--- config.mk ---
export PLATFORM = sky130hd
export DESIGN_NAME = sipo_nbit_rx
export DESIGN_NICKNAME = d
export VERILOG_FILES = /design/src/rtl/sipo_nbit_rx.sv
export SDC_FILE = /design/constraint.sdc
export NUM_CORES = 1
export LEC_CHECK = 0
export CORE_AREA = 2 2 39 41
export DETAILED_ROUTE_END_ITERATION = 8
export DIE_AREA = 0 0 41 43
export HOLD_SLACK_MARGIN = 0.12
export SYNTH_ARGS = -nofsm -noshare
export SYNTH_HDL_FRONTEND = slang
export SYNTH_SLANG_ARGS = --single-unit
--- constraint.sdc ---
create_clock -name clk -period 1.7 [get_ports clk]
set_input_delay 0.255 -clock clk [delete_from_list [all_inputs] [get_ports clk]]
set_output_delay 0.255 -clock clk [all_outputs]
set_load 0.02 [all_outputs]
--- src/rtl/sipo_nbit_rx.sv ---
// sipo_nbit_rx: deserializing end of the LSB-first serial link.
// Collects N qualified serial bits, hands each completed word to a holding
// register with a valid/ready handshake, and flags words that are lost
// while the consumer stalls.
module sipo_nbit_rx #(
  parameter int N = 4
) (
  input  logic                 clk,
  input  logic                 reset_al_in,
  input  logic                 sd_in,
  input  logic                 sd_valid_in,
  input  logic                 sync_in,
  input  logic                 data_ready_in,
  input  logic                 overrun_clr_in,
  output logic [N-1:0]         data_out,
  output logic                 data_valid_out,
  output logic                 overrun_out,
  output logic [$clog2(N)-1:0] bit_cnt_out
);

  localparam int             CW       = $clog2(N);
  localparam logic [CW-1:0]  CNT_LAST = CW'(N - 1);

  // Frame assembly state
  logic [N-1:0]  r_shift;
  logic [CW-1:0] r_cnt;

  // Output holding state
  logic [N-1:0]  r_data;
  logic          r_valid;
  logic          r_overrun;

  // Per-edge decode of the serial and handshake inputs
  logic          w_sample;
  logic          w_sync;
  logic          w_complete;
  logic          w_consume;
  logic          w_load;
  logic          w_drop;
  logic [N-1:0]  w_word;

  // Decode which events happen on the coming edge.
  // NOTE: every signal gets a default at the top of always_comb so no path
  // leaves it unassigned; an unassigned path would infer a latch.
  always_comb begin
    w_sample   = 1'b0;
    w_sync     = 1'b0;
    w_complete = 1'b0;
    w_consume  = 1'b0;
    w_load     = 1'b0;
    w_drop     = 1'b0;
    w_word     = {sd_in, r_shift[N-1:1]};

    w_sample = sd_valid_in;
    // Sync only counts when the bit it marks is actually sampled.
    w_sync   = sd_valid_in & sync_in;
    // A sync on the last-bit position starts a new frame instead of
    // completing the old one.
    w_complete = w_sample & ~w_sync & (r_cnt == CNT_LAST);

    // Ready is meaningful only while a word is being offered.
    w_consume = r_valid & data_ready_in;

    // Load when the holding register is free or frees up on this same edge;
    // otherwise the completed word has nowhere to go and is dropped.
    w_load = w_complete & (~r_valid | data_ready_in);
    w_drop = w_complete & r_valid & ~data_ready_in;
  end

  // Shift in qualified bits and track the position within the frame.
  // NOTE: sequential state uses non-blocking assignments so every register
  // sees the pre-edge values of the others, independent of statement order.
  always_ff @(posedge clk or negedge reset_al_in) begin
    if (!reset_al_in) begin
      r_shift <= '0;
      r_cnt   <= '0;
    end else if (w_sync) begin
      // Discard any partial word; the sampled bit becomes bit 0.
      r_shift <= {sd_in, {(N-1){1'b0}}};
      r_cnt   <= CW'(1);
    end else if (w_sample) begin
      r_shift <= {sd_in, r_shift[N-1:1]};
      if (r_cnt == CNT_LAST) begin
        r_cnt <= '0;
      end else begin
        r_cnt <= r_cnt + CW'(1);
      end
    end
  end

  // Holding register and valid flag for the consumer handshake.
  always_ff @(posedge clk or negedge reset_al_in) begin
    if (!reset_al_in) begin
      r_data  <= '0;
      r_valid <= 1'b0;
    end else if (w_load) begin
      // Covers both a fresh word into an empty register and a back-to-back
      // handoff where the old word is consumed on this edge.
      r_data  <= w_word;
      r_valid <= 1'b1;
    end else if (w_consume) begin
      r_valid <= 1'b0;
    end
  end

  // Sticky overrun flag; a drop on the same edge as a clear keeps it set.
  always_ff @(posedge clk or negedge reset_al_in) begin
    if (!reset_al_in) begin
      r_overrun <= 1'b0;
    end else if (w_drop) begin
      r_overrun <= 1'b1;
    end else if (overrun_clr_in) begin
      r_overrun <= 1'b0;
    end
  end

  assign data_out       = r_data;
  assign data_valid_out = r_valid;
  assign overrun_out    = r_overrun;
  assign bit_cnt_out    = r_cnt;

endmodule
==> flow_summary.toml <==
[hold_path]
hp-class = "in2async"

[logic_synthesis]
synth-xor-area-share_pct = 0
synth_seq_cells = 11
netlist_top_cells_count = "dfrtp_1 (11), mux2_2 (5), inv_1 (4)"
yosys.area.top_type = "dfrtp_1"
async_reset_ff_share_pct = 100
muxShareOfSynthArea_pct = 11.9
synth_most_common_cell = "dfrtp_1"
synth_cell_types = 15
synth_area_um2 = 473
synth_top_area_share_pct = 58.2
synth_top_family_by_area = "simple AND/OR/NAND/NOR gates"
yosys_warnings = 0
synthCells = 38
synth-compound-area-share_pct = 5.56
syn-num-nets = 46
ys.flop_type = "dfrtp_1"
synth_edf_count = 0
synth_area_leaders = "dfrtp_1 (58%), mux2_2 (12%), nand3b_4 (4.2%), o21ai_0 (3.2%), inv_1 (3.2%)"
yosysSeqAreaShare_pct = 58.2
syn_avg_cell_area_um2 = 12.4
synth-simple-area-share_pct = 16.1
synthAdderAreaFrac_pct = 2.65

[clock_network]
cts_resized = 0
cts_buffers = 3
cts_root_buffer = "clkbuf_4"
worstSkewPairLatency_ns = 0.26
ctsLongestPathBuffers = 2
cts_sinks = 11
cts_tree = "done"
post_cts_buffers = 0
cts_hold_buffers = 0
cts_max_level = 1
cts.clk_slew.worst_paths_ns = 0.07

[final_layout]
fillers = 143
seqCellArea_um2 = 275
utilization_pct = 47.4
area_delta_synth_final_pct = 38.6
drive_gt1_share_pct = 19.6
antenna_cells = 0
multiInputGateArea_um2 = 171
layout.nets = 65

[sta]
maxSlewViolCount = 0
fin_crit_sh_pct = 90.1
finalHoldViolations = 0
post-route-min-period_ns = 1.53
finalSetupViolCount = 0
max_freq_ghz = 0.653
rsz0062_at_grt = "false"
max_slew_margin_pct = 68.0
tns_ns = 0
tightest_slew_ns = 0.478
skew_ns = 0.00315

[pwr]
p_sw_mw = 0.228
sw_frac_of_total_pct = 29.4
combinationalPowerShare_pct = 33.0
seq_power_share_pct = 44.4
cell_internal_pwr_mw = 0.548
ir_drop_uv = 623
pwr-share-clk_pct = 22.6
power.density_nw_per_um2 = 1180
p_leak_nw = 0.306

[floorplan]
rows = 14
core_area_um2 = 1380
die_w_um = 41
initial_utilization_pct = 34.2
ios = 15
die_h_um = 43
dieArea_um2 = 1760

[worst_setup_path]
path_cells = "clkdlybuf4s50_1"
crit_slowest_cell = "clkdlybuf4s50_1"
cpPeakStageDelay_ns = 0.62
timing.rr.end = "data_out[1]"
crit_start = "bit_cnt_out[0]"
cpLargestDelayFamily = "buffers and inverters"
r2r_slack_ns = 0.34
path_buf_inv = 1
startpoint_type = "register"
r2r_cells = 4
reg2reg_from = "bit_cnt_out[0]"
crit_type = "reg2out"
end_kind = "output pin"
crit_fanout = 4
arrival_ns = 1.28
critPathRequiredTime_ns = 1.44

[placed_design]
routabilityCongestion = 0.691
port_buffers = 14
dp_hpwl_um = 594

[drt]
dr_total_vias = 329
drt_iter0_drc = 4
dr.pass1.iters = 3
wire_per_inst_um = 10.8
final_antenna_net_count = 0
routed_wl_um = 779
drcViolationCount = 0
routed_via_density = 4.57

[grt]
grt_pass1_vias = 320
antenna_found_initial = 0
grt_pass1_wl_um = 1300
gr-usage-all-layers_pct = 11.9
grt_start_max_net_pins = 12
grt_overflow = 0

[status]
outcome = "completed"

[job]
drv_cap = 0
-- placed cells by master (no fill, tap or decap), drive strengths merged --
cell type      count
ha                 1
buf                1
nand2b             1
nor2b              2
clkbuf             4
nor2               3
nand3b             2
inv                4
clkdlybuf4s50     14
mux2               5
dfrtp             11
a21oi              1
o22ai              1
o21ai              3
nand2              3
-- kinds of logic after synthesis --
logic type	count (synthesis)
AND/OR/NAND/NOR	11
flip-flops	11
AO/OA/AOI/OAI	5
buffers and inverters	5
multiplexers	5
adder cells (fa/ha/maj)	1
-- worst register-to-register path, delay by kind of cell, from the launching register on --
| kind | cells | cell delay [ns] |
|---|---|---|
| muxes | 1 | 0.35 |
| and+or+nand+nor | 2 | 0.27 |
| DFF | 1 | 0.40 |
| adders and majority gates | 1 | 0.23 |
-- layout make-up --
type,count,area share (%)
multi-input combinational,22,26.1
tap,16,3.05
sequential,11,42.0
clock buffer,4,4.01
timing repair buffer,15,22.5
inverter,4,2.29
-- layer usage --
| metal | track usage, % | part of all wire [%] | up-vias |
|---|---|---|---|
| li1 | - | - | 162 |
| met1 | 14.1 | 44 | 155 |
| met2 | 14.7 | 47 | 10 |
| met3 | 5.24 | 8.0 | 2 |
| met4 | 12.0 | 1.5 | 0 |
| met5 | 0 | 0 | - |
-- power groups by stage --
stage	sequential, mW	clock [mW]	combinational [mW]
floorplan	0.410	0	0.0720
global placement	0.351	0	0.259
detailed placement	0.351	0	0.260
CTS	0.346	0.189	0.260
global route	0.352	0.199	0.276
finish	0.344	0.176	0.256
-- per-stage QoR --
step	instance area [um2]	hold slack (ns)	setup slack (ns)	power (mW)	cells
floorplan	473	-0.0406	0.281	0.482	38
global placement	629	0.496	0.113	0.610	68
CTS	656	0.323	0.147	0.796	72
detailed placement	629	0.499	0.109	0.611	68
finish	656	0.312	0.168	0.776	72
global route	656	0.352	0.0968	0.828	72
-- sequential cells by signal, summed over array words and instances, names as in the netlist --
signal and count:
data_out 4, r_shift 3, bit_cnt_out 2, data_valid_out 1, overrun_out 1
-- how the worst max path moves through the flow --
| stage | end | slack, ns | depth (start not counted) |
|---|---|---|---|
| after floorplan | data_out[3] | 0.28 | 4 |
| after global placement | data_out[2] | 0.11 | 4 |
| after detailed placement | data_out[1] | 0.11 | 4 |
| after CTS | bit_cnt_out[0] | 0.15 | 1 |
| after global routing | bit_cnt_out[0] | 0.1 | 1 |
| final | bit_cnt_out[0] | 0.17 | 1 |
Note: power is estimated with default switching activity, not from simulation.
